## src/rtl/channel_sample_reader.sv

```systemverilog
// rtl/channel_sample_reader.sv - drains a burst of channel FIFO samples into a framed valid/ready stream
// Optional feature macro: CHANNEL_READER_CHECKSUM_EN (adds a checksum trailer word to normal frames)
module channel_sample_reader #(
   parameter int unsigned g_ChannelId     = 1,
   parameter int unsigned g_TimeoutCycles = 1023
) (
   input  logic        clk,
   input  logic        reset,
   input  logic        i_Start,
   input  logic [7:0]  i_BurstLen,
   output logic        o_Busy,
   output logic        o_Done,
   output logic        o_Timeout,
   output logic        o_ReadSample,
   input  logic        i_ReadSampleEmpty,
   input  logic [15:0] i_ReadSampleData,
   output logic [15:0] o_TxData,
   output logic        o_TxValid,
   output logic        o_TxLast,
   input  logic        i_TxReady
);

   localparam logic [3:0]  c_ChannelTag  = 4'(g_ChannelId);
   // The counter value seen on the final tolerated empty cycle.
   localparam logic [15:0] c_TimeoutLast = 16'(g_TimeoutCycles - 1);
   localparam logic [15:0] c_TimeoutWord = 16'hDEAD;

   typedef enum logic [2:0] {
      StIdle,
      StHeader,
      StPop,
      StCapture,
      StSend,
      StTrailer,
      StDone
   } t_State;

   t_State      state;
   t_State      stateNext;

   logic [7:0]  lenField;      // header length field; 256 is carried as 8'h00
   logic [8:0]  remaining;     // samples still to be sent in this burst
   logic [15:0] sampleReg;     // sample currently offered on the stream
   logic [15:0] emptyCnt;      // consecutive empty cycles seen while waiting to pop

`ifdef CHANNEL_READER_CHECKSUM_EN
   logic [15:0] checksum;
`endif

   logic        loadBurst;
   logic        captureSample;
   logic        sampleAccept;
   logic        emptyTick;
   logic        timeoutHit;

   // State register; reset abandons any partial frame immediately.
   always_ff @(posedge clk) begin
      if (reset) begin
         state <= StIdle;
      end else begin
         state <= stateNext;
      end
   end

   // Next-state decode plus all stream, FIFO and status outputs.
   always_comb begin
      stateNext     = state;
      o_Busy        = 1'b1;
      o_Done        = 1'b0;
      o_ReadSample  = 1'b0;
      o_TxData      = 16'h0000;
      o_TxValid     = 1'b0;
      o_TxLast      = 1'b0;
      loadBurst     = 1'b0;
      captureSample = 1'b0;
      sampleAccept  = 1'b0;
      emptyTick     = 1'b0;
      timeoutHit    = 1'b0;
      case (state)
         StIdle: begin
            o_Busy = 1'b0;
            if (i_Start) begin
               loadBurst = 1'b1;
               stateNext = StHeader;
            end
         end
         StHeader: begin
            o_TxData  = {4'hA, c_ChannelTag, lenField};
            o_TxValid = 1'b1;
            if (i_TxReady) begin
               stateNext = StPop;
            end
         end
         StPop: begin
            // The pop strobe is gated by reset so the FIFO is never touched while it is held.
            if (!i_ReadSampleEmpty && !reset) begin
               o_ReadSample = 1'b1;
               stateNext    = StCapture;
            end else if (emptyCnt == c_TimeoutLast) begin
               timeoutHit = 1'b1;
               stateNext  = StTrailer;
            end else begin
               emptyTick = 1'b1;
            end
         end
         StCapture: begin
            captureSample = 1'b1;
            stateNext     = StSend;
         end
         StSend: begin
            o_TxData  = sampleReg;
            o_TxValid = 1'b1;
`ifndef CHANNEL_READER_CHECKSUM_EN
            o_TxLast  = (remaining == 9'd1);
`endif
            if (i_TxReady) begin
               sampleAccept = 1'b1;
               if (remaining == 9'd1) begin
`ifdef CHANNEL_READER_CHECKSUM_EN
                  stateNext = StTrailer;
`else
                  stateNext = StDone;
`endif
               end else begin
                  stateNext = StPop;
               end
            end
         end
         StTrailer: begin
            o_TxValid = 1'b1;
            o_TxLast  = 1'b1;
`ifdef CHANNEL_READER_CHECKSUM_EN
            o_TxData  = o_Timeout ? c_TimeoutWord : checksum;
`else
            o_TxData  = c_TimeoutWord;
`endif
            if (i_TxReady) begin
               stateNext = StDone;
            end
         end
         StDone: begin
            o_Busy    = 1'b0;
            o_Done    = 1'b1;
            stateNext = StIdle;
         end
         default: begin
            stateNext = StIdle;
         end
      endcase
   end

   // Burst bookkeeping: length latch, remaining count and sample register.
   always_ff @(posedge clk) begin
      if (reset) begin
         lenField  <= 8'h00;
         remaining <= 9'd0;
         sampleReg <= 16'h0000;
      end else begin
         if (loadBurst) begin
            lenField  <= i_BurstLen;
            remaining <= (i_BurstLen == 8'h00) ? 9'd256 : {1'b0, i_BurstLen};
         end else if (sampleAccept) begin
            remaining <= remaining - 9'd1;
         end
         if (captureSample) begin
            sampleReg <= i_ReadSampleData;
         end
      end
   end

   // Empty-cycle watchdog and the sticky timeout flag.
   always_ff @(posedge clk) begin
      if (reset) begin
         emptyCnt  <= 16'h0000;
         o_Timeout <= 1'b0;
      end else begin
         if (loadBurst || o_ReadSample || timeoutHit) begin
            emptyCnt <= 16'h0000;
         end else if (emptyTick) begin
            emptyCnt <= emptyCnt + 16'h0001;
         end
         if (loadBurst) begin
            o_Timeout <= 1'b0;
         end else if (timeoutHit) begin
            o_Timeout <= 1'b1;
         end
      end
   end

`ifdef CHANNEL_READER_CHECKSUM_EN
   // Running 16-bit sum of the samples captured in this burst.
   always_ff @(posedge clk) begin
      if (reset) begin
         checksum <= 16'h0000;
      end else if (loadBurst) begin
         checksum <= 16'h0000;
      end else if (captureSample) begin
         checksum <= checksum + i_ReadSampleData;
      end
   end
`endif

endmodule

```

## config.mk

```make
export PLATFORM = sky130hd
export DESIGN_NAME = channel_sample_reader
export DESIGN_NICKNAME = d
export VERILOG_FILES = /design/src/rtl/channel_sample_reader.sv
export SDC_FILE = /design/constraint.sdc
export NUM_CORES = 1
export LEC_CHECK = 0
export CAP_MARGIN = 20
export CORE_UTILIZATION = 45
export DETAILED_ROUTE_END_ITERATION = 6
export PLACE_DENSITY = 0.81
export SLEW_MARGIN = 25
export SYNTH_ARGS = -nofsm -noshare
export SYNTH_HDL_FRONTEND = slang
export SYNTH_SLANG_ARGS = --single-unit
```

## constraint.sdc

```tcl
create_clock -name clk -period 1.78 [get_ports clk]
set_input_delay 0.356 -clock clk [delete_from_list [all_inputs] [get_ports clk]]
set_output_delay 0.356 -clock clk [all_outputs]
set_load 0.005 [all_outputs]
```

After elaboration in Yosys (flattened, before gate mapping)

Index checks and enable logic that the tools add are counted.

Output and inout port bits: 22
Flip-flop bits (word level): 53
Word-level logic and storage cells: 63
Bits of input ports: 29

Multiplexer cells: 29
Add/sub/neg operators: 2
Eq/ne operators: 13
Reductions and logical operators: 13

Operators by type and width:

| operator                                                           | count |
|---|---|
| 16-bit case mux with 3 select lines                                | 1 |
| 9-bit 2-to-1 mux                                                   | 3 |
| 3-bit 2-to-1 mux                                                   | 7 |
| 3-bit case mux with 6 select lines                                 | 1 |
| 16-bit by 1-bit adder with 16-bit output, second input constant    | 1 |
| 16-bit by 10-bit == test with 1-bit output, second input constant  | 1 |
| 1-bit 2-to-1 mux                                                   | 16 |
| 3-bit == test, second input constant                               | 3 |
| 9-bit by 1-bit == test with 1-bit output, second input constant    | 1 |
| 9-bit by 1-bit subtractor with 9-bit output, second input constant | 1 |
| 8-bit zero test                                                    | 1 |
| 2-bit != test, second input constant                               | 4 |
| 3-bit by 2-bit == test with 1-bit output, second input constant    | 2 |
| 2-bit OR reduction                                                 | 3 |
| 5-bit AND reduction                                                | 1 |
| 3-bit by 1-bit == test with 1-bit output, second input constant    | 1 |
| 3-bit zero test                                                    | 1 |
| 3-bit != test, second input constant                               | 1 |
| 3-bit OR reduction                                                 | 1 |
| 1-bit zero test                                                    | 2 |
| 1-bit logical OR                                                   | 2 |
| 1-bit case mux with 2 select lines                                 | 1 |
| 2-bit nonzero test                                                 | 1 |
| 1-bit logical AND                                                  | 1 |

Logic depth before layout (Yosys ltp)

Gate-level depths: netlist of run 1.

Word-level depth: 7
Gate-level depth with buffers: 7
Mapped depth without buffers: 6

Worst setup path after synthesis of run 1

OpenSTA, ideal clock, no wires.

Path kind: register to register
Start point: reg emptyCnt[0]
End point: reg emptyCnt[7]
Data arrival time: 1.556 ns
Stages on the path, launching flop included: 8
Path buffers: 1
Library setup time: 0.066 ns
Path slack: 0.158 ns
Required time: 1.714 ns
Cells stage by stage: dfxtp_1 > inv_1 > ha_1 > nor4b_2 > and4_4 > buf_6 > or4_4 > a21oi_2

Longest elaborated chain between the ends: 6
Elaborated cells between the ends (all ways): 10
Classes of those cells: add/sub: 1; eq/ne: 1; mux: 6; reduce/logical: 2

Ends and longest elaborated chain:

| element                                    | line | source |
|---|---|---|
| start: declaration                         | 44   | `logic [15:0] emptyCnt;` |
| start signal: assignment                   | 180  | `emptyCnt <= emptyCnt + 16'h0001;` |
| 16-bit by 10-bit == test with 1-bit output | 99   | `end else if (emptyCnt == c_TimeoutLast) begin` |
| 1-bit 2-to-1 mux                           | 99   |  |
| 1-bit 2-to-1 mux                           | 96   | `if (!i_ReadSampleEmpty && !reset) begin` |
| 1-bit 2-to-1 mux                           | 79   | `case (state)` |
| 1-bit logical OR                           | 177  | `if (loadBurst \|\| o_ReadSample \|\| timeoutHit) begin` |
| 2-bit OR reduction (no source line)        | --   |  |

Several ways; a longest one is shown, not always the timed one.
A chain may end at the register's enable or synchronous reset.

Worst setup path after layout of run 1

Start point: reg state[0]
End point: out o_TxData[3]

Longest elaborated chain between the ends: 2
Elaborated cells between the ends (all ways): 4
Classes of those cells: eq/ne: 3; mux: 1

Ends and longest elaborated chain:

| element                                                                   | line | source |
|---|---|---|
| start: declaration                                                        | 38   | `t_State state;` |
| start signal: assignment                                                  | 59   | `state <= StIdle;` |
| start signal: assignment                                                  | 61   | `state <= stateNext;` |
| 3-bit == test or 3-bit by 1-bit == test with 1-bit output (tied branches) | 79   |  |
| 16-bit case mux with 3 select lines (*)                                   | 79   |  |
| end: declaration                                                          | 17   | `output logic [15:0] o_TxData,` |

Mark *: on every way between the ends. The rest lies on a longest branch, timed or not.

==> reports/qor.tcl, run 1 <==
set qor(die-area_um2) 6340
set qor(clk_path_buf_depth) 2
set qor(skew_ns) 0.0119
set qor(power.sequential.fraction) 0.416
set qor(worstHoldStart) {sampleReg[5]}
set qor(max_freq_mhz) 550
set qor(synth_seq_cells) 53
set qor(boundaryPins) 51
set qor(maximum_number_of_pins_on_one_net_before_global_route_repair) 36
set qor(synth_enable_flop_cells) 0
set qor(fin_hold_ws_ns) 0.466
set qor(detail-route-antenna-nets) 0
set qor(power_per_cell_area_nw_per_um2) 809
set qor(cts_root_buf) {sky130_fd_sc_hd__clkbuf_8}
set qor(grt_use_total) 0.240
set qor(post-route-period-util) 1.02
set qor(totalPowerFinal_mw) 3.24
set qor(tritoncts_num_sinks) 53
set qor(combinationalPowerShare) 0.368
set qor(syn_to_final_growth_pct) 47.7
set qor(ctsHtreeMaxLevel) 2
set qor(timing_worst_setup_path_type) {reg -> out}
set qor(timing.critical_path.to_type) {output port}
set qor(nFillCells) 434
set qor(num-nets-final) 474
set qor(start_util) 0.481
set qor(die_w_um) 79.6
set qor(rsz_0062_raised_after_global_routing) {yes}
set qor(synthDominantCellAreaShare) 0.391
set qor(max_cap_violations) 0
set qor(die_height_um) 79.6
set qor(dr_pass1_iterations) 5
set qor(global_route.overflow_total) 0
set qor(maxSlewHeadroom) 0.696
set qor(detail_route.iter0.violations) 209
set qor(arrival_ns) 1.46
set qor(cts_made_buffers) 5
set qor(via_count) 2911
set qor(post_synth.cell_area_avg_um2) 7.82
set qor(worst_skew_pair.late_latency_ns) 0.31
set qor(dp_worst_setup_slack_ns) -0.282
set qor(hold_viol) 0
set qor(setup-violations-final) 7
set qor(number_of_library_cell_types_mapped_by_synthesis) 55
set qor(slew_violations) 0
set qor(fin_ws_ns) -0.0390
set qor(synth_top_area_cell) {sky130_fd_sc_hd__dfxtp_1}
set qor(crit_fanout) 7
set qor(tritoncts) {yes}
set qor(failed_checks) {setup timing}
set qor(grt_pass1_wl_um) 12000
set qor(power.leakage_nw) 1.45
set qor(clk_transition_reported_paths_ns) 0.10
set qor(vias_in_the_first_global_route) 2629
set qor(synthesized_instance_count) 347
set qor(number_of_antenna_violations_at_the_first_check_in_global_routing) 0
set qor(yosys_warnings) 0
set qor(synth_area_leaders) {sky130_fd_sc_hd__dfxtp_1, sky130_fd_sc_hd__a21oi_1, sky130_fd_sc_hd__nand2_1, sky130_fd_sc_hd__nor2_1, sky130_fd_sc_hd__o31ai_1}
set qor(timing_worst_slew_pin_value_ns) 0.453
set qor(power.share.clock) 0.216
set qor(async_reset_ff_frac) 0
set qor(cell_internal_power_dissipation_mw) 2.16
set qor(worstReg2RegStart) {state[2]}
set qor(yosysSeqAreaShare) 0.391
set qor(outcome) {finished, violations left}
set qor(post_layout_minimum_cycle_time_ns) 1.82
set qor(finalWeightedCongestion) 0.847
set qor(dominantRegCellSynth) {sky130_fd_sc_hd__dfxtp_1}
set qor(cell_area_synth_um2) 2710
set qor(route.detailed.drc) 0
set qor(timing.hold.worst.class) {reg -> reg}
set qor(crit_required_ns) 1.42
set qor(routed_wl_um) 8100
set qor(drt-wirelength-per-cell_um) 15.8
set qor(antenna_cells_inserted) 0
set qor(switching_power_mw) 1.08
set qor(worstSetupStartpointType) {flop}
set qor(layout-drive-gt1-share) 0.308
set qor(dp.final_hpwl_um) 5060
set qor(worst_vdd_rail_ir_drop_mv) 0.396
set qor(floorplan.core_area_um2) 5640
set qor(cp-startpoint) {state[0]}
set qor(avgViaCountPerCell) 5.66
set qor(port_buffer_count) 50
set qor(finish.utilization) 0.710
set qor(netSwitchingFraction) 0.332
set qor(num_rows) 27
set qor(synth.net_count) 380
## placed cells by master (no fill, tap or decap), types with 9 or more instances in the layout
cell and count:
sky130_fd_sc_hd__nand2_1 65, sky130_fd_sc_hd__dfxtp_1 49, sky130_fd_sc_hd__a21oi_1 46, sky130_fd_sc_hd__buf_4 39, sky130_fd_sc_hd__clkdlybuf4s50_1 29, sky130_fd_sc_hd__nor2_1 16, sky130_fd_sc_hd__buf_6 15, sky130_fd_sc_hd__nand3_1 13
sky130_fd_sc_hd__a21oi_2 9
## metrics by stage
step	area [um2]	instances	TNS, ns
3_5_place_dp	3540	489	-5.22
4_1_cts	3780	508	-0.486
5_1_grt	4010	514	-1.10
3_3_place_gp	3540	489	-3.75
2_1_floorplan	2710	347	0
6_report	4010	514	-0.131
## logic make-up after synthesis
| kind of cell | Yosys count | share of synthesized area |
|---|---|---|
| and+or+nand+nor | 157 | 0.304 |
| adders and majority gates | 4 | 0.0185 |
| DFF | 53 | 0.391 |
| buffers and inverters | 31 | 0.0558 |
| muxes | 2 | 0.00830 |
| xor gates and xnor gates | 3 | 0.00969 |
| AOI/OAI and AO/OA | 97 | 0.213 |
## state kept, by name, indices dropped and copies added, names as in the netlist
signal and flops:
emptyCnt 16, lenField 8, o_Timeout 1, remaining 9
sampleReg 16, state 3
## cell usage after synthesis, types with 2 or more instances
cell type / count
sky130_fd_sc_hd__o21ai_0: 12
sky130_fd_sc_hd__o31ai_1: 9
sky130_fd_sc_hd__nor2b_1: 4
sky130_fd_sc_hd__or3_1: 3
sky130_fd_sc_hd__xor2_1: 2
sky130_fd_sc_hd__buf_2: 7
sky130_fd_sc_hd__o21a_1: 3
sky130_fd_sc_hd__dfxtp_1: 53
sky130_fd_sc_hd__inv_1: 8
sky130_fd_sc_hd__nor3_1: 3
sky130_fd_sc_hd__mux2_2: 2
sky130_fd_sc_hd__nor2_1: 25
sky130_fd_sc_hd__nand3b_1: 2
sky130_fd_sc_hd__a211oi_1: 2
sky130_fd_sc_hd__a31oi_1: 3
sky130_fd_sc_hd__clkbuf_1: 12
sky130_fd_sc_hd__and4_1: 3
sky130_fd_sc_hd__and4_4: 2
sky130_fd_sc_hd__nor4_1: 3
sky130_fd_sc_hd__nand2_1: 66
sky130_fd_sc_hd__a21oi_1: 54
sky130_fd_sc_hd__nand2b_1: 2
sky130_fd_sc_hd__nand3_1: 13
sky130_fd_sc_hd__ha_1: 4
sky130_fd_sc_hd__and2_1: 5
sky130_fd_sc_hd__nand4_1: 4
sky130_fd_sc_hd__buf_6: 3
sky130_fd_sc_hd__a22oi_1: 3
sky130_fd_sc_hd__or4_1: 9
## power groups by stage
stage	sequential (mW)	combinational [mW]	clock (mW)
floorplan	1.33	0.454	0
global route	1.36	1.28	0.763
detailed placement	1.35	0.916	0
CTS	1.33	1.01	0.721
finish	1.35	1.19	0.700
global placement	1.35	0.898	0
## path summary, 6_finish.rpt
check                       to  slack, ns  depth (start not counted)
hold reg to reg   sampleReg[5]       0.47                          2
setup / recovery   o_TxData[3]      -0.04                          4
hold / removal    sampleReg[5]       0.47                          2
setup reg to reg   emptyCnt[5]      -0.02                          8
## what timing repair did
item	in CTS	in global routing
gates cloned	0	2
buffers inserted	11	4
gates resized for setup	66	65
pin swaps	10	30
hold buffers	0	0
setup endpoints to repair	28	43
## per-layer routing
| layer | vias to the layer above | routed length, um | track usage | part of all wire |
|---|---|---|---|---|
| met3 | 12 | 445 | 0.0503 | 0.055 |
| met1 | 1367 | 3640 | 0.305 | 0.45 |
| met2 | 105 | 3920 | 0.406 | 0.48 |
| met5 | - | 0 | 0 | 0 |
| li1 | 1427 | - | - | - |
| met4 | 0 | 99 | 0.0673 | 0.012 |
## layout make-up
| cell class | count | area [um2] | share of cell area |
|---|---|---|---|
| Inverter | 8 | 30.0 | 0.00750 |
| Clock inverter | 3 | 21.3 | 0.00531 |
| Multi-Input combinational cell | 265 | 1750 | 0.438 |
| Clock buffer | 5 | 68.8 | 0.0172 |
| Timing Repair Buffer | 108 | 972 | 0.243 |
| Tap cell | 72 | 90.1 | 0.0225 |
| Sequential cell | 53 | 1070 | 0.267 |
## critical path, cell delays in order, from the launching register on
cell and delay [ns]:
sky130_fd_sc_hd__dfxtp_4 0.40, sky130_fd_sc_hd__buf_6 0.14, sky130_fd_sc_hd__o21ai_0 0.22, sky130_fd_sc_hd__a21oi_1 0.11, sky130_fd_sc_hd__dlygate4sd2_1 0.27
No activity file was read; power rests on OpenSTA's default activity.
==> run 2: changes to the inputs <==
- SLEW_MARGIN: 25 -> 30
==> results of run 2 <==
No change in the layout: final DEF, timing and power equal those of run 1.
==> run 3: changes to the inputs <==
- REMOVE_ABC_BUFFERS: default -> 1
==> run 3 against run 2 <==
Effect of this change:
- the run still ends with setup timing left
- hold slack lost 0.0070 ns
- non-clock buffer count shrank 5
- critical endpoint unchanged
- register-to-register slack gained 0.02 ns
- routed wire length is 1.3% higher
- clock power rose by 20%
- via count rose by 0.79%
- sequential cell count stayed put
- design area fell by 2.3%
==> reports/qor.tcl, run 3 (synthesis gave the netlist of run 1 again) <==
set qor(finalWeightedCongestion) 0.805 ;# -4.9%
set qor(global_route.overflow_total) 0 ;# unchanged
set qor(globalRouteMet2Util) 0.417 ;# +0.0111
set qor(arrival_ns) 1.47 ;# about the same
set qor(vias_in_the_first_global_route) 2603 ;# -0.99%
set qor(start_util) 0.481 ;# unchanged
set qor(clk_transition_reported_paths_ns) 0.09 ;# about the same
set qor(tritoncts_num_sinks) 53 ;# unchanged
set qor(multiInputGateArea_um2) 1690 ;# -3.6%
set qor(die-area_um2) 6340 ;# unchanged
set qor(skew_ns) 0.00828 ;# -0.00362 ns
set qor(num_rows) 27 ;# unchanged
set qor(antenna_cells_inserted) 0 ;# unchanged
set qor(combinationalPowerShare) 0.330 ;# -0.038
set qor(fin_area_um2) 3920 ;# -2.3%
set qor(boundaryPins) 51 ;# unchanged
set qor(max_cap_violations) 0 ;# unchanged
set qor(routed_wl_um) 8210 ;# +1.3%
set qor(via_count) 2934 ;# +0.79%
set qor(hold_viol) 0 ;# unchanged
set qor(met1_usage) 0.317 ;# +0.0119
set qor(worstSetupStartpointType) {flop}
set qor(r2r_end) {emptyCnt[3]}
set qor(grt_pass1_wl_um) 12200 ;# +2.1%
set qor(finish.cell_count_without_fillers) 508 ;# -1.2%
set qor(grt-busiest-layer) {met2}
set qor(hold_buffers) 0 ;# unchanged
set qor(layout-drive-gt1-share) 0.282 ;# -0.0256
set qor(rr_worst_depth) 9 ;# +1
set qor(finish.utilization) 0.694 ;# -0.0162
set qor(detail-route-antenna-nets) 0 ;# unchanged
set qor(holdPathStages) 2 ;# unchanged
set qor(worst_vdd_rail_ir_drop_mv) 0.661 ;# +67%
set qor(worst_path_largest_cell_delay_ns) 0.38 ;# -0.02 ns
set qor(worst_skew_pair.late_latency_ns) 0.31 ;# about the same
set qor(tritoncts) {yes}
set qor(ff2ff_setup_slack_ns) 0 ;# +0.02 ns
set qor(max_freq_mhz) 548 ;# -0.33%
set qor(worstHoldStart) {sampleReg[3]}
set qor(power_per_cell_area_nw_per_um2) 834 ;# +3.1%
set qor(crit_fanout) 5 ;# -2
set qor(port_buffer_count) 50 ;# unchanged
set qor(reg_top3) {emptyCnt (16), sampleReg (16), remaining (9)}
set qor(dr_pass1_iterations) 5 ;# unchanged
set qor(power.sequential.fraction) 0.412 ;# -0.004
set qor(netSwitchingFraction) 0.315 ;# -0.0171
set qor(syn_to_final_growth_pct) 44.3
set qor(dp.final_hpwl_um) 5130 ;# +1.5%
set qor(drt-wirelength-per-cell_um) 16.2 ;# +2.5%
set qor(placed_area_um2) 3500 ;# -0.99%
set qor(crit_slowest_cell) {sky130_fd_sc_hd__dfxtp_4}
set qor(outcome) {finished, violations left}
set qor(maximum_number_of_pins_on_one_net_before_global_route_repair) 36 ;# unchanged
set qor(avgViaCountPerCell) 5.78 ;# +2.0%
set qor(maxSlewHeadroom) 0.615 ;# -0.0807
set qor(cpLargestDelayFamily) {buffers and inverters}
set qor(floorplan.core_area_um2) 5640 ;# unchanged
set qor(slew_violations) 0 ;# unchanged
set qor(post_layout_minimum_cycle_time_ns) 1.83 ;# +0.00603 ns
set qor(totalPowerFinal_mw) 3.26 ;# +0.78%
set qor(timing_worst_setup_path_type) {reg -> out}
set qor(fin_ws_ns) -0.0451 ;# -0.00603 ns
set qor(timing_worst_slew_pin_value_ns) 0.577 ;# +0.124 ns
set qor(timing.critical_path.to_type) {output port}
set qor(crit_path_cell_trace) {buf_6 -> buf_4 -> o21ai_1 -> a21oi_1 -> dlygate4sd2_1}
set qor(die_height_um) 79.6 ;# unchanged
set qor(worstReg2RegStart) {state[2]}
set qor(worst_hold_path.endpoint) {sampleReg[3]}
set qor(cp_num_buf_inv) 3 ;# +1
set qor(setup-violations-final) 6 ;# -1
set qor(route.detailed.drc) 0 ;# unchanged
set qor(use_met3) 0.0400 ;# -0.0103
set qor(power.leakage_nw) 1.41 ;# -2.8%
set qor(most-common-layout-cells) {sky130_fd_sc_hd__nand2_1, sky130_fd_sc_hd__dfxtp_1, sky130_fd_sc_hd__a21oi_1, sky130_fd_sc_hd__buf_4, sky130_fd_sc_hd__clkdlybuf4s50_1}
set qor(power.share.clock) 0.258 ;# +0.042
set qor(detail_route.iter0.violations) 247 ;# +18%
set qor(crit_required_ns) 1.42 ;# about the same
set qor(post-route-period-util) 1.03 ;# +0.00339
set qor(num-nets-final) 468 ;# -1.3%
set qor(die_w_um) 79.6 ;# unchanged
set qor(layout_commonest_cell) {sky130_fd_sc_hd__nand2_1}
set qor(number_of_antenna_violations_at_the_first_check_in_global_routing) 0 ;# unchanged
set qor(area.sequential_um2) 1070 ;# +0.23%
set qor(cts_made_buffers) 5 ;# unchanged
set qor(nFillCells) 406 ;# -6.5%
set qor(timing.hold.worst.class) {reg -> reg}
set qor(switching_power_mw) 1.03 ;# -4.4%
set qor(ctsHtreeMaxLevel) 2 ;# unchanged
set qor(failed_checks) {setup timing}
set qor(clk_path_buf_depth) 2 ;# unchanged
set qor(rsz_0062_raised_after_global_routing) {yes}
set qor(cell_internal_power_dissipation_mw) 2.24 ;# +3.3%
set qor(grt_use_total) 0.246 ;# +0.00642
set qor(cts_root_buf) {sky130_fd_sc_hd__clkbuf_8}
set qor(fin_hold_ws_ns) 0.459 ;# -0.00701 ns
set qor(place.detailed.instances) 486 ;# -0.61%
[run 3: cell count changes in the layout (fill, tap and decap cells not counted), sizes merged, moves of 2 or more]
cell / before / now
buf: 65 / 56
dlygate4sd2: 6 / 9
clkdlybuf4s15: 2 / 5
clkdlybuf4s50: 29 / 27
[run 3: worst register-to-register path, stage by stage (launching register included)]
cell	delay, ns
sky130_fd_sc_hd__dfxtp_4	0.38
sky130_fd_sc_hd__buf_6	0.13
sky130_fd_sc_hd__nor2b_4	0.13
sky130_fd_sc_hd__buf_6	0.12
sky130_fd_sc_hd__buf_8	0.12
sky130_fd_sc_hd__nand4_4	0.12
sky130_fd_sc_hd__buf_6	0.16
sky130_fd_sc_hd__o211ai_4	0.25
sky130_fd_sc_hd__clkbuf_16	0.21
sky130_fd_sc_hd__a21oi_2	0.04
[run 3: through the flow]
step	setup slack [ns]	TNS, ns
after global routing	-0.126	-1.48
after CTS	-0.155	-0.734
after detailed placement	-0.312	-7.55
after floorplan	-0.351	-3.99
final	-0.0451	-0.130
after global placement	-0.259	-5.30
[run 3: metal layers]
layer,up-vias,share of wire
met4,0,0.019
met5,-,0
met2,114,0.51
met1,1386,0.41
li1,1416,-
met3,18,0.060
[run 3: how the worst max path moves through the flow]
stage / slack, ns / cells after the start / start / endpoint
final: -0.05 / 5 / state[0] / o_TxData[3]
after global routing: -0.13 / 4 / remaining[4] / o_TxLast
after CTS: -0.15 / 7 / state[0] / o_TxData[1]
after detailed placement: -0.31 / 5 / reset / emptyCnt[12]
after global placement: -0.26 / 5 / reset / emptyCnt[12]
after floorplan: -0.35 / 4 / state[0] / remaining[2]
[run 3: layout make-up]
type                    count  area share
clock buffers               5      0.0176
clock inverters             3      0.0118
inverters                   8     0.00767
multi-input cells         264       0.431
flip-flops and latches     53       0.274
well taps                  72      0.0230
repair buffers            103       0.234
[run 3: timing repair]
item                       in CTS  in global routing
buffers inserted                4                  8
gates resized for setup        40                 72
setup endpoints to repair      23                 41
cloned                          1                  1
pin swaps                       6                 15
[run 3: power groups by stage]
stage                     clock network [mW]  registers (mW)  logic (mW)
final                                  0.843            1.34        1.08
after global placement                     0            1.35       0.841
after global routing                   0.902            1.35        1.16
after floorplan                            0            1.37       0.367
after CTS                              0.841            1.33       0.889
after detailed placement                   0            1.35       0.861
